[config.mk]
export PLATFORM = sky130hd
export DESIGN_NAME = sefi_detector
export DESIGN_NICKNAME = d
export VERILOG_FILES = /design/src/rtl/sefi_detector.sv
export SDC_FILE = /design/constraint.sdc
export NUM_CORES = 1
export LEC_CHECK = 0
export CELL_PAD_IN_SITES_DETAIL_PLACEMENT = 1
export CELL_PAD_IN_SITES_GLOBAL_PLACEMENT = 1
export CORE_MARGIN = 5
export CORE_UTILIZATION = 44
export CTS_CLUSTER_SIZE = 10
export DETAILED_ROUTE_END_ITERATION = 7
export PLACE_DENSITY = 0.86
export RECOVER_POWER = 50
export SLEW_MARGIN = 5
export SYNTH_ARGS = -nofsm -noshare
export SYNTH_HDL_FRONTEND = slang
export SYNTH_SLANG_ARGS = --single-unit
[constraint.sdc]
create_clock -name clk_600mhz -period 3.3 [get_ports clk_600mhz]
set_clock_uncertainty 0.15 [all_clocks]
set_input_delay 0.66 -clock clk_600mhz [delete_from_list [all_inputs] [get_ports clk_600mhz]]
set_output_delay 0.66 -clock clk_600mhz [all_outputs]
set_load 0.02 [all_outputs]
[src/rtl/sefi_detector.sv]
`default_nettype none
// ============================================================================
// Module   : sefi_detector
// Purpose  : Qualifies frame-ECC scrubber reports and the FPT core heartbeat
//            into a single registered SEFI flag for the Titan healer.
//            Tumbling CE window, UE trap, heartbeat watchdog, then a
//            post-flag hold-off so one upset yields exactly one recovery.
// Revision : 1.0 - initial release
// ============================================================================
module sefi_detector #(
  parameter int unsigned WINDOW_CYCLES = 600000,
  parameter int unsigned CE_THRESH     = 8,
  parameter int unsigned HB_TIMEOUT    = 4096,
  parameter int unsigned FLAG_HOLD     = 16,
  parameter int unsigned HOLDOFF       = 9000000
) (
  input  logic        clk_600mhz,
  input  logic        rst_n,
  input  logic        ecc_valid,
  input  logic        ecc_ce,
  input  logic        ecc_ue,
  input  logic        heartbeat,
  input  logic        hb_enable,
  output logic        sefi_flag,
  output logic [2:0]  sefi_cause,
  output logic [7:0]  ce_count,
  output logic [15:0] sefi_events
);

  localparam int unsigned WIN_W = $clog2(WINDOW_CYCLES + 1);
  localparam int unsigned HB_W  = $clog2(HB_TIMEOUT + 1);
  localparam int unsigned FH_W  = $clog2(FLAG_HOLD + 1);
  localparam int unsigned HO_W  = $clog2(HOLDOFF + 1);

  localparam logic [WIN_W-1:0] WIN_LAST = WIN_W'(WINDOW_CYCLES - 1);
  localparam logic [HB_W-1:0]  HB_LAST  = HB_W'(HB_TIMEOUT - 1);
  localparam logic [FH_W-1:0]  FH_LAST  = FH_W'(FLAG_HOLD - 1);
  localparam logic [HO_W-1:0]  HO_LAST  = HO_W'(HOLDOFF - 1);
  localparam logic [7:0]       CE_THR   = 8'(CE_THRESH);

  localparam logic [1:0] ST_MONITOR = 2'd0;
  localparam logic [1:0] ST_FLAG    = 2'd1;
  localparam logic [1:0] ST_HOLDOFF = 2'd2;

  // Zero-valued or out-of-range parameters make the counters meaningless.
  generate
    if (WINDOW_CYCLES == 0 || CE_THRESH == 0 || CE_THRESH > 255 ||
        HB_TIMEOUT == 0 || FLAG_HOLD == 0 || HOLDOFF == 0) begin : g_param_check
      $error("sefi_detector: illegal parameter value");
    end
  endgenerate

  logic [1:0]       state;
  logic [WIN_W-1:0] win_cnt;
  logic [HB_W-1:0]  hb_timer;
  logic [FH_W-1:0]  flag_cnt;
  logic [HO_W-1:0]  hold_cnt;

  logic             win_wrap;
  logic             ce_in;
  logic [7:0]       ce_base;
  logic [7:0]       ce_next;
  logic [HB_W-1:0]  hb_age;
  logic [HB_W-1:0]  hb_next;
  logic             trig_ce;
  logic             trig_ue;
  logic             trig_hb;
  logic [2:0]       cause;

  // The wrap cycle starts the new window, so a CE on it counts from zero.
  assign win_wrap = (win_cnt == WIN_LAST);
  assign ce_in    = ecc_valid & ecc_ce;
  assign ce_base  = win_wrap ? 8'd0 : ce_count;
  assign ce_next  = (ce_in && ce_base != 8'hFF) ? ce_base + 8'd1 : ce_base;

  // A heartbeat makes the current cycle age 0; the register holds the age of
  // the following cycle, saturating at the timeout value.
  assign hb_age  = heartbeat ? '0 : hb_timer;
  assign hb_next = !hb_enable ? '0 :
                   (hb_age >= HB_LAST) ? HB_LAST : hb_age + 1'b1;

  assign trig_ce = (ce_next >= CE_THR);
  assign trig_ue = ecc_valid & ecc_ue;
  assign trig_hb = hb_enable & (hb_timer == HB_LAST) & ~heartbeat;
  assign cause   = {trig_hb, trig_ue, trig_ce};

  // Monitor / flag / hold-off sequencing with all status registers.
  always_ff @(posedge clk_600mhz) begin
    if (!rst_n) begin
      state       <= ST_MONITOR;
      win_cnt     <= '0;
      hb_timer    <= '0;
      flag_cnt    <= '0;
      hold_cnt    <= '0;
      ce_count    <= 8'd0;
      sefi_flag   <= 1'b0;
      sefi_cause  <= 3'b000;
      sefi_events <= 16'd0;
    end else begin
      case (state)
        ST_MONITOR: begin
          win_cnt  <= win_wrap ? '0 : win_cnt + 1'b1;
          ce_count <= ce_next;
          hb_timer <= hb_next;
          if (|cause) begin
            state      <= ST_FLAG;
            sefi_flag  <= 1'b1;
            sefi_cause <= cause;
            flag_cnt   <= '0;
            if (sefi_events != 16'hFFFF) begin
              sefi_events <= sefi_events + 16'd1;
            end
          end
        end
        ST_FLAG: begin
          // Monitoring is frozen while the flag is up; nothing is counted.
          if (flag_cnt == FH_LAST) begin
            state     <= ST_HOLDOFF;
            sefi_flag <= 1'b0;
            hold_cnt  <= '0;
            win_cnt   <= '0;
            ce_count  <= 8'd0;
            hb_timer  <= '0;
          end else begin
            flag_cnt <= flag_cnt + 1'b1;
          end
        end
        ST_HOLDOFF: begin
          win_cnt  <= '0;
          ce_count <= 8'd0;
          hb_timer <= '0;
          if (hold_cnt == HO_LAST) begin
            state <= ST_MONITOR;
          end else begin
            hold_cnt <= hold_cnt + 1'b1;
          end
        end
        default: begin
          state <= ST_MONITOR;
        end
      endcase
    end
  end

endmodule
`default_nettype wire

[Yosys cells after proc, flatten, opt, wreduce, memory -nomap -nowiden]
Cells that the tools add are included.
Storage, ports and cells
  register bits after elaboration: 92
  input port bits: 7
Operators by class
  equality and inequality tests: 13
  add/sub/neg operators: 6
  muxes and demuxes: 25
  order comparisons: 2
  bitwise logic cells: 5
  reductions and logical operators: 13
Operators by type and width (number)
  one-hot mux 20 bit (3 select lines): 1
  2-to-1 mux 13 bit: 4
  2-to-1 mux 24 bit: 2
  one-hot mux 24 bit (2 select lines): 1
  2-to-1 mux 20 bit: 2
  one-hot mux 13 bit (3 select lines): 1
  adder 24 x 1 -> 24 bit (second input constant): 1
  equality test 24 bit (second input constant): 1
  2-to-1 mux 8 bit: 3
  one-hot mux 8 bit (3 select lines): 1
  adder 20 x 1 -> 20 bit (second input constant): 1
  equality test 20 bit (second input constant): 1
  adder 16 x 1 -> 16 bit (second input constant): 1
  inequality test 16 bit (second input constant): 1
  AND reduction 3 bit: 5
  adder 13 x 1 -> 13 bit (second input constant): 1
  equality test 13 x 12 -> 1 bit (second input constant): 1
  >= comparator 13 x 12 -> 1 bit (second input constant): 1
  2-to-1 mux 5 bit: 2
  inequality test 2 bit (second input constant): 5
  one-hot mux 5 bit (2 select lines): 1
  adder 8 x 1 -> 8 bit (second input constant): 1
  >= comparator 8 x 4 -> 1 bit (second input constant): 1
  inequality test 8 bit (second input constant): 1
  other kinds (16): 24

[Depth between registers and ports, before layout]
Gate-level depths: netlist of the first run.
  word-level depth: 9
  mapped depth: 10
  mapped depth without buffers: 9

[Least setup slack after synthesis of the first run]
OpenSTA, ideal clock, no wires.
  path kind: input to register
  start point: input port heartbeat
  end point: register flag_cnt[3]
  arrival time: 2342 ps
  stages on the path: 6
  library setup time: 74 ps
  buffers on the path: 1
  path slack: 733 ps
  required time: 3076 ps
  path through: nand4b_1 or4_4 a41o_1 buf_6 or4b_1 a31oi_1
Between the ends
  longest elaborated chain between the ends: 5
Ends and longest elaborated chain
  start: declaration: RTL line 22  | input logic heartbeat,
  NOT 1 bit: RTL line 84  | assign trig_hb = hb_enable & (hb_timer == HB_LAST) & ~heartbeat;
  bitwise AND 1 bit: RTL line 84
  OR reduction 3 bit: RTL line 105  | if (|cause) begin
  inequality test 2 bit (no source line)
  AND reduction 3 bit (no source line)
  end signal: assignment: RTL line 125  | flag_cnt <= flag_cnt + 1'b1;
  end: declaration: RTL line 56  | logic [FH_W-1:0] flag_cnt;
Every way passes these cells.
A chain may end at the register's enable or synchronous reset.

[Final worst setup path of the first run]
  start point: input port heartbeat
  end point: register sefi_events[14]
Between the ends
  longest elaborated chain between the ends: 4
Ends and longest elaborated chain
  NOT 1 bit: RTL line 84
  bitwise AND 1 bit: RTL line 84
  OR reduction 3 bit: RTL line 105
  AND reduction 3 bit (no source line)
  end signal: assignment: RTL line 111  | sefi_events <= sefi_events + 16'd1;
  end: declaration: RTL line 27  | output logic [15:0] sefi_events
Every way passes these cells.

==> impl_metrics.yaml, run 1 <==
status:
  status: "complete, no violations"
die:
  core-area_um2: 10700
  fp.dieArea_um2: 13000
  io_pins: 35
  start_util_pct: 44.4
  dieHeight_um: 114
  fp-row-count: 38
  die_w_um: 114
min_path:
  hp-class: "reg -> reg"
timing:
  hold_viol: 0
  slew_headroom_pct: 52.1
  fmax_mhz: 326
  holdWs_ns: 0.311
  finalSetupTns_ns: 0
  tightest_slew_ns: 0.715
  finalMaxSlewViolations: 0
  fin_crit_ns: 3.07
  rsz0062_at_grt: "no"
  period_share_pct: 92.9
  setup_violations: 0
  setup_ws_ns: 0.233
detailed_routing:
  first_pass_iters: 4
  postRouteAntennaNets: 0
  post_drt_wl_per_cell_um: 16.8
  drc: 0
  wl_um: 13000
  drtIter0Drc: 268
  viasPerCell: 5.78
  vias: 4459
setup_path:
  critPathMaxFanout: 5
  worstPathArrival_ns: 3.17
  worstSetupPathType: "in -> reg"
  critPathLaunchType: "input pin"
  end_kind: "flip-flop"
  crit_required_ns: 3.40
pwr:
  peakVddDrop_v: 0.000208
  p_int_mw: 1.52
  leakagePower_nw: 2.00
  seqPwrFrac_pct: 54.6
  switching_power_mw: 0.583
  clockPowerShare_pct: 33.7
  p_comb_share_pct: 11.7
  powerDensity_nw_per_um2: 387
  netSwitchingFraction_pct: 27.8
  total_power_mw: 2.10
synthesis:
  synth.yosys.seq_area_share_pct: 38.7
  synth_cell_types: 58
  synth_edf_count: 0
  synth_top_cell_by_area: "dfxtp_1"
  synth_top_cells_by_count: "92 x dfxtp_1, 84 x nor2_1, 64 x nand2_1"
  yosysMostFrequentCell: "dfxtp_1"
  ys.flop_type: "dfxtp_1"
  synth_seq_cells: 92
  synth_top_cells_by_area: "dfxtp_1 39%, nor2_1 6.6%, xor2_1 5.9%, nand2_1 5.1%, nand3_1 4.9%"
  synthCells: 593
  synth_top_area_share_pct: 38.7
  syn_avg_cell_area_um2: 8.02
  synthesis.nets: 610
  async_reset_ff_share_pct: 0
  synth_area_um2: 4750
  yosysWarnings: 0
run:
  maxCapViolations: 0
clock_tree:
  clockBufferDepth: 2
  ctsHoldBuffers: 0
  cts.sinks: 92
  ctsResizeCount: 0
  path_clk_slew_ns: 0.09
  post_cts_buffers: 0
  h-tree-depth: 3
  cts_tree: "done"
  cts_root_buf: "clkbuf_8"
  cts_buffers: 9
  clk_latency_ns: 0.37
final_layout:
  syn2layout_area_growth_pct: 14.3
  post-route-util_pct: 50.8
  finalNetCount: 645
  final_layout_size_suffix_gt1_share_pct: 5.85
  fillCellCount: 1318
  diodes: 0
  seq_area_um2: 1840
  multi_input_area_um2: 2760
global_routing:
  first_global_vias: 4618
  antenna_found_initial: 0
  grt_max_degree: 31
  grt_usage_pct: 20.5
  grt_pass1_wl_um: 22000
  overflow: 0
placed_design:
  port_buffers: 34
  post-dp-hpwl_um: 9560
  place_congestion: 0.852
  dpl_worst_slack_ns: 0.122
## layout by cell type, fill, tap and decap left out, drive strengths merged, types with 15 or more instances in the layout
cell and instances:
xor2 32, a21oi 26, nand4 16, and3 18, dlygate4sd3 29, nor2 84
xnor2 15, o21ai 25, dfxtp 92, nand2 64, nand3 47
## through the flow
stage / cells / cell area, um2
detailed placement: 757 / 5270
global placement: 757 / 5270
floorplan: 593 / 4750
global route: 772 / 5440
CTS: 772 / 5440
finish: 772 / 5440
## power by group through the flow
stage               registers [mW]  clock network, mW  logic [mW]
global route                  1.15              0.780       0.268
global placement              1.17                  0       0.239
floorplan                     1.18                  0       0.155
detailed placement            1.17                  0       0.249
finish                        1.15              0.708       0.246
CTS                           1.15              0.728       0.250
## critical path: stages
cell and delay, ns:
dlygate4sd3_1 0.56, nand4b_1 0.21, or4_1 0.60, a21boi_0 0.38
nor2_1 0.18, or3_1 0.43, mux2i_1 0.14
## area by class of cell
class / instances / area share [%]
Clock buffer: 11 / 2.78
Clock inverter: 4 / 0.460
Inverter: 14 / 0.967
Multi-Input combinational cell: 464 / 50.7
Sequential cell: 92 / 33.9
Tap cell: 140 / 3.22
Timing Repair Buffer: 47 / 8.01
## state kept, by name (all words and copies together) (netlist names)
register / count
hold_cnt: 24
win_cnt: 20
sefi_events: 16
hb_timer: 13
ce_count: 8
flag_cnt: 5
sefi_cause: 3
state: 2
sefi_flag: 1
## path summary, 6_finish.rpt
| path | startpoint | to | slack, ns | depth (start not counted) |
|---|---|---|---|---|
| worst max-delay path | heartbeat | sefi_events[14] | 0.23 | 7 |
| worst max register to register | flag_cnt[0] | hb_timer[2] | 0.38 | 8 |
| worst min-delay path | flag_cnt[4] | flag_cnt[4] | 0.31 | 2 |
| worst min register to register | flag_cnt[4] | flag_cnt[4] | 0.31 | 2 |
## cell families (layout without fill, tap and decap cells)
group | Yosys count | after routing | synth area share, %
simple gates | 299 | 299 | 31.7
compound gates | 103 | 103 | 14.0
flops | 92 | 92 | 38.7
xor+xnor | 47 | 47 | 8.66
buf+inv | 37 | 76 | 3.24
fa+ha+maj | 10 | 10 | 2.63
mux | 5 | 5 | 1.05
## layer usage
layer	up-vias	global-route usage (%)	wire, um
li1	2176	-	-
met1	2191	24.7	5740
met2	74	36.9	6560
met3	18	4.03	474
met4	0	5.86	192
met5	-	0	0
Power figures use the tool's default switching activity.
==> inputs of run 2 (changes only) <==
--- a/config.mk
+++ b/config.mk
@@ -9,8 +9,8 @@
 export CELL_PAD_IN_SITES_GLOBAL_PLACEMENT = 1
 export CORE_MARGIN = 5
 export CORE_UTILIZATION = 44
-export CTS_CLUSTER_SIZE = 10
 export DETAILED_ROUTE_END_ITERATION = 7
+export GPL_TIMING_DRIVEN = 0
 export PLACE_DENSITY = 0.86
 export RECOVER_POWER = 50
 export SLEW_MARGIN = 5
==> impl_metrics.yaml, run 2 (synthesis gave the netlist of run 1 again) <==
placed_design:
  placed_area_um2: 5270
  dpl.cell_count: 767
  port_buffers: 34
  post-dp-hpwl_um: 10000
  place_congestion: 0.851
  dpl_worst_slack_ns: -0.271
timing:
  tightest_slew_ns: 0.762
  rsz0062_at_grt: "no"
  holdWs_ns: 0.309
  fmax_mhz: 322
  finalMaxSlewViolations: 0
  hold_viol: 0
  fin_crit_ns: 3.11
  setup_ws_ns: 0.195
  setup_violations: 0
  slew_headroom_pct: 48.9
  period_share_pct: 94.1
final_layout:
  seq_area_um2: 1840
  finalNetCount: 655
  syn2layout_area_growth_pct: 14.3
  largest_reg_flops: 24
  fillCellCount: 1323
  final_common_cell: "dfxtp_1"
  multi_input_area_um2: 2760
  reg_top3: "hold_cnt x24, win_cnt x20, sefi_events x16"
  instances_no_fill: 782
  final_layout_size_suffix_gt1_share_pct: 4.21
  diodes: 0
  mostFrequentLayoutCells: "92 x dfxtp_1, 84 x nor2_1, 64 x nand2_1"
  fin_area_um2: 5430
  top_register: "hold_cnt"
run:
  maxCapViolations: 0
setup_path:
  end_kind: "flip-flop"
  critPathLaunchType: "input pin"
  crit_start: "heartbeat"
  worstReg2RegStart: "flag_cnt[0]"
  critPathMaxFanout: 10
  worstPathArrival_ns: 3.21
  regToRegSetupSlack_ns: 0.23
  worstSetupPathType: "in -> reg"
  crit_required_ns: 3.41
die:
  io_pins: 35
  die_w_um: 114
  fp.dieArea_um2: 13000
  dieHeight_um: 114
  core-area_um2: 10700
  fp-row-count: 38
  start_util_pct: 44.4
detailed_routing:
  post_drt_wl_per_cell_um: 17.1
  postRouteAntennaNets: 0
  viasPerCell: 5.82
  wl_um: 13400
  vias: 4549
  first_pass_iters: 5
  drtIter0Drc: 234
  drc: 0
min_path:
  hp-class: "reg -> reg"
  hp-start: "flag_cnt[4]"
pwr:
  total_power_mw: 2.10
  powerDensity_nw_per_um2: 386
  leakagePower_nw: 1.98
  peakVddDrop_v: 0.000287
clock_tree:
  h-tree-depth: 3
  cts_root_buf: "clkbuf_8"
  cts_tree: "done"
  ctsHoldBuffers: 0
  clk_latency_ns: 0.39
  clockBufferDepth: 2
  path_clk_slew_ns: 0.09
  cts.sinks: 92
  cts_buffers: 9
global_routing:
  grt_pass1_wl_um: 23000
  grt_usage_pct: 21.8
  grt_max_degree: 15
  antenna_found_initial: 0
  overflow: 0
  first_global_vias: 4585
status:
  status: "complete, no violations"
run 2: cell type report:
cell class	count	area share (%)
multi-input combinational	464	50.8
sequential	92	33.9
buffer	23	1.73
timing repair buffer	34	6.26
inverter	14	0.967
clock buffer	11	2.60
clock inverter	4	0.484
tap	140	3.22
run 2: what timing repair did:
item / 4_1_cts / 5_1_grt
buffers inserted: 0 / 0
gates resized for setup: 0 / 3
setup endpoints to repair: 0 / 17
run 2: per-stage QoR:
| step | util, % | setup TNS (ns) |
|---|---|---|
| 2_1_floorplan | - | 0 |
| 5_1_grt | 50.8 | 0 |
| 4_1_cts | 50.8 | 0 |
| 3_3_place_gp | 49.3 | -1.04 |
| 6_report | 50.8 | 0 |
| 3_5_place_dp | 49.3 | -1.38 |
run 2: final timing paths:
path             endpoint  cells past startpoint
min reg2reg   flag_cnt[4]                      2
max reg2reg   hb_timer[2]                      9
min           flag_cnt[4]                      2
max          hb_timer[11]                     10
run 2: power by group:
part           switching, mW  internal [mW]  leakage [nW]  total, mW
Sequential            0.0206           1.13         0.743       1.15
Combinational          0.173         0.0790          1.15      0.251
Clock                  0.407          0.289        0.0852      0.696
run 2: critical path, stage by stage:
cell and delay (ns):
clkdlybuf4s50_1 0.58, clkbuf_1 0.35, nor2b_1 0.12, ha_1 0.24, nand3_1 0.20, o22ai_1 0.16, a21oi_2 0.38, o21ai_0 0.19
a22oi_1 0.25, nor2_1 0.07
run 2: per-layer routing:
metal,vias to the layer above,share of wire (%),GRT usage [%]
li1,2213,-,-
met1,2220,44,27.6
met2,102,50,37.5
met3,14,4.6,4.51
met4,0,1.1,6.65
met5,-,0,0
==> inputs of run 3 (changes only) <==
==> constraint.sdc (replaced) <==
create_clock -name clk_600mhz -period 3.3 [get_ports clk_600mhz]
set_clock_uncertainty 0.15 [all_clocks]
set_input_delay 0.99 -clock clk_600mhz [delete_from_list [all_inputs] [get_ports clk_600mhz]]
set_output_delay 0.99 -clock clk_600mhz [all_outputs]
set_load 0.02 [all_outputs]
==> impl_metrics.yaml, run 3 (synthesis gave the netlist of run 1 again) <==
status:
  status: "complete, no violations"
clock_tree:
  cts.sinks: 92
  cts_buffers: 9
  h-tree-depth: 3
  clk_latency_ns: 0.38
  clockBufferDepth: 2
  path_clk_slew_ns: 0.08
  cts_tree: "done"
  cts_root_buf: "clkbuf_8"
setup_path:
  cpMaxStageDelayCell: "or4_4"
  worst-r2r-cell-count: 9
  critPathLaunchType: "input pin"
  worstPathArrival_ns: 3.36
  crit_chain: "clkdlybuf4s50_1, nand4b_1, or4_4, a21bo_1, buf_6, a21oi_1, and3_1, mux2i_1"
  critPathMaxFanout: 9
  cp_num_buf_inv: 2
  crit_start: "heartbeat"
  cp.depth: 8
  worstSetupPathType: "in -> reg"
  critical_path.endpoint: "sefi_events[4]"
  worstReg2RegEnd: "hb_timer[2]"
  regToRegSetupSlack_ns: 0.22
  worstReg2RegStart: "flag_cnt[0]"
  cpPeakStageDelay_ns: 0.57
  crit_required_ns: 3.45
  end_kind: "flip-flop"
  cp_top_family: "simple AND/OR/NAND/NOR gates"
die:
  die_w_um: 114
  dieHeight_um: 114
  core-area_um2: 10700
  io_pins: 35
  start_util_pct: 44.4
  fp-row-count: 38
  fp.dieArea_um2: 13000
global_routing:
  first_global_vias: 4597
  grt_usage_pct: 21.9
  overflow: 0
  grt_pass1_wl_um: 23100
  antenna_found_initial: 0
  grt_max_degree: 15
final_layout:
  final_layout_size_suffix_gt1_share_pct: 5.59
  diodes: 0
  final_common_cell: "dfxtp_1"
  top_register: "hold_cnt"
  reg_top3: "hold_cnt x24, win_cnt x20, sefi_events x16"
  syn2layout_area_growth_pct: 15.6
  largest_reg_flops: 24
  finalNetCount: 657
  mostFrequentLayoutCells: "92 x dfxtp_1, 83 x nor2_1, 64 x nand2_1"
run:
  maxCapViolations: 0
pwr:
  total_power_mw: 2.10
  clockPowerShare_pct: 33.0
  leakagePower_nw: 2.00
  netSwitchingFraction_pct: 28.5
  p_int_mw: 1.50
  seqPwrFrac_pct: 54.7
  powerDensity_nw_per_um2: 382
  peakVddDrop_v: 0.000288
  switching_power_mw: 0.597
  p_comb_share_pct: 12.3
detailed_routing:
  vias: 4557
  viasPerCell: 5.81
  postRouteAntennaNets: 0
  post_drt_wl_per_cell_um: 17.2
  drc: 0
  drtIter0Drc: 216
  first_pass_iters: 5
  wl_um: 13500
min_path:
  hp-start: "flag_cnt[4]"
  hp-class: "reg -> reg"
timing:
  fmax_mhz: 312
  period_share_pct: 97.1
  tightest_slew_ns: 0.753
  setup_violations: 0
  hold_viol: 0
  fin_crit_ns: 3.20
  slew_headroom_pct: 49.5
  holdWs_ns: 0.309
  finalMaxSlewViolations: 0
placed_design:
  place_congestion: 0.851
  post-dp-hpwl_um: 10000
  port_buffers: 34
## run 3: area by class of cell
| cell class | instances | area, um2 |
|---|---|---|
| Clock inverter | 4 | 26.3 |
| Multi-Input combinational cell | 464 | 2800 |
| Inverter | 14 | 52.6 |
| Sequential cell | 92 | 1840 |
| Fill cell | 1317 | 5200 |
| Timing Repair Buffer | 36 | 355 |
| Clock buffer | 11 | 141 |
| Buffer | 23 | 103 |
| Tap cell | 140 | 175 |
## run 3: what timing repair did
item | CTS | global route
buffers inserted | 0 | 2
gates resized for setup | 3 | 6
pin swaps | 1 | 2
gates cloned | 0 | 0
setup endpoints to repair | 10 | 19
hold buffers | 0 | 0
## run 3: how the worst min path moves through the flow
stage	endpoint	slack, ns	cells past startpoint
after global placement	flag_cnt[4]	0.29	2
after global routing	flag_cnt[4]	0.34	2
after CTS	flag_cnt[4]	0.32	2
after detailed placement	flag_cnt[4]	0.30	2
final	flag_cnt[4]	0.31	2
after floorplan	flag_cnt[4]	0.28	2
## run 3: through the flow
step	worst slack [ns]	util [%]	area [um2]	instances	TNS (ns)
after floorplan	0.403	-	4750	593	0
after global placement	-0.525	49.3	5270	767	-7.66
after detailed placement	-0.601	49.3	5270	767	-8.63
after CTS	0.0685	50.9	5450	782	0
after global routing	-0.00774	51.4	5500	784	-0.00800
final	0.0950	51.4	5500	784	0
## run 3: power by group through the flow
stage               sequential [mW]  clock [mW]  combinational [mW]
finish                         1.15       0.692               0.257
floorplan                      1.18           0               0.155
global placement               1.17           0               0.243
detailed placement             1.17           0               0.254
CTS                            1.15       0.714               0.257
global route                   1.15       0.755               0.280
## run 3: metal layers
| layer | vias up | global-route usage [%] | wire [um] |
|---|---|---|---|
| met2 | 95 | 37.5 | 6730 |
| met4 | 0 | 6.49 | 191 |
| met5 | - | 0 | 0 |
| met1 | 2241 | 27.7 | 5950 |
| li1 | 2206 | - | - |
| met3 | 15 | 4.51 | 576 |
## run 3: worst register-to-register path, cell delays in order (launching register included)
cell and delay, ns:
dfxtp_1 0.34, ha_1 0.24, and3_1 0.19, ha_1 0.20, nor2b_1 0.49, or2_2 0.21, clkbuf_1 0.28, clkbuf_1 0.47
a21oi_1 0.15, a311oi_1 0.26
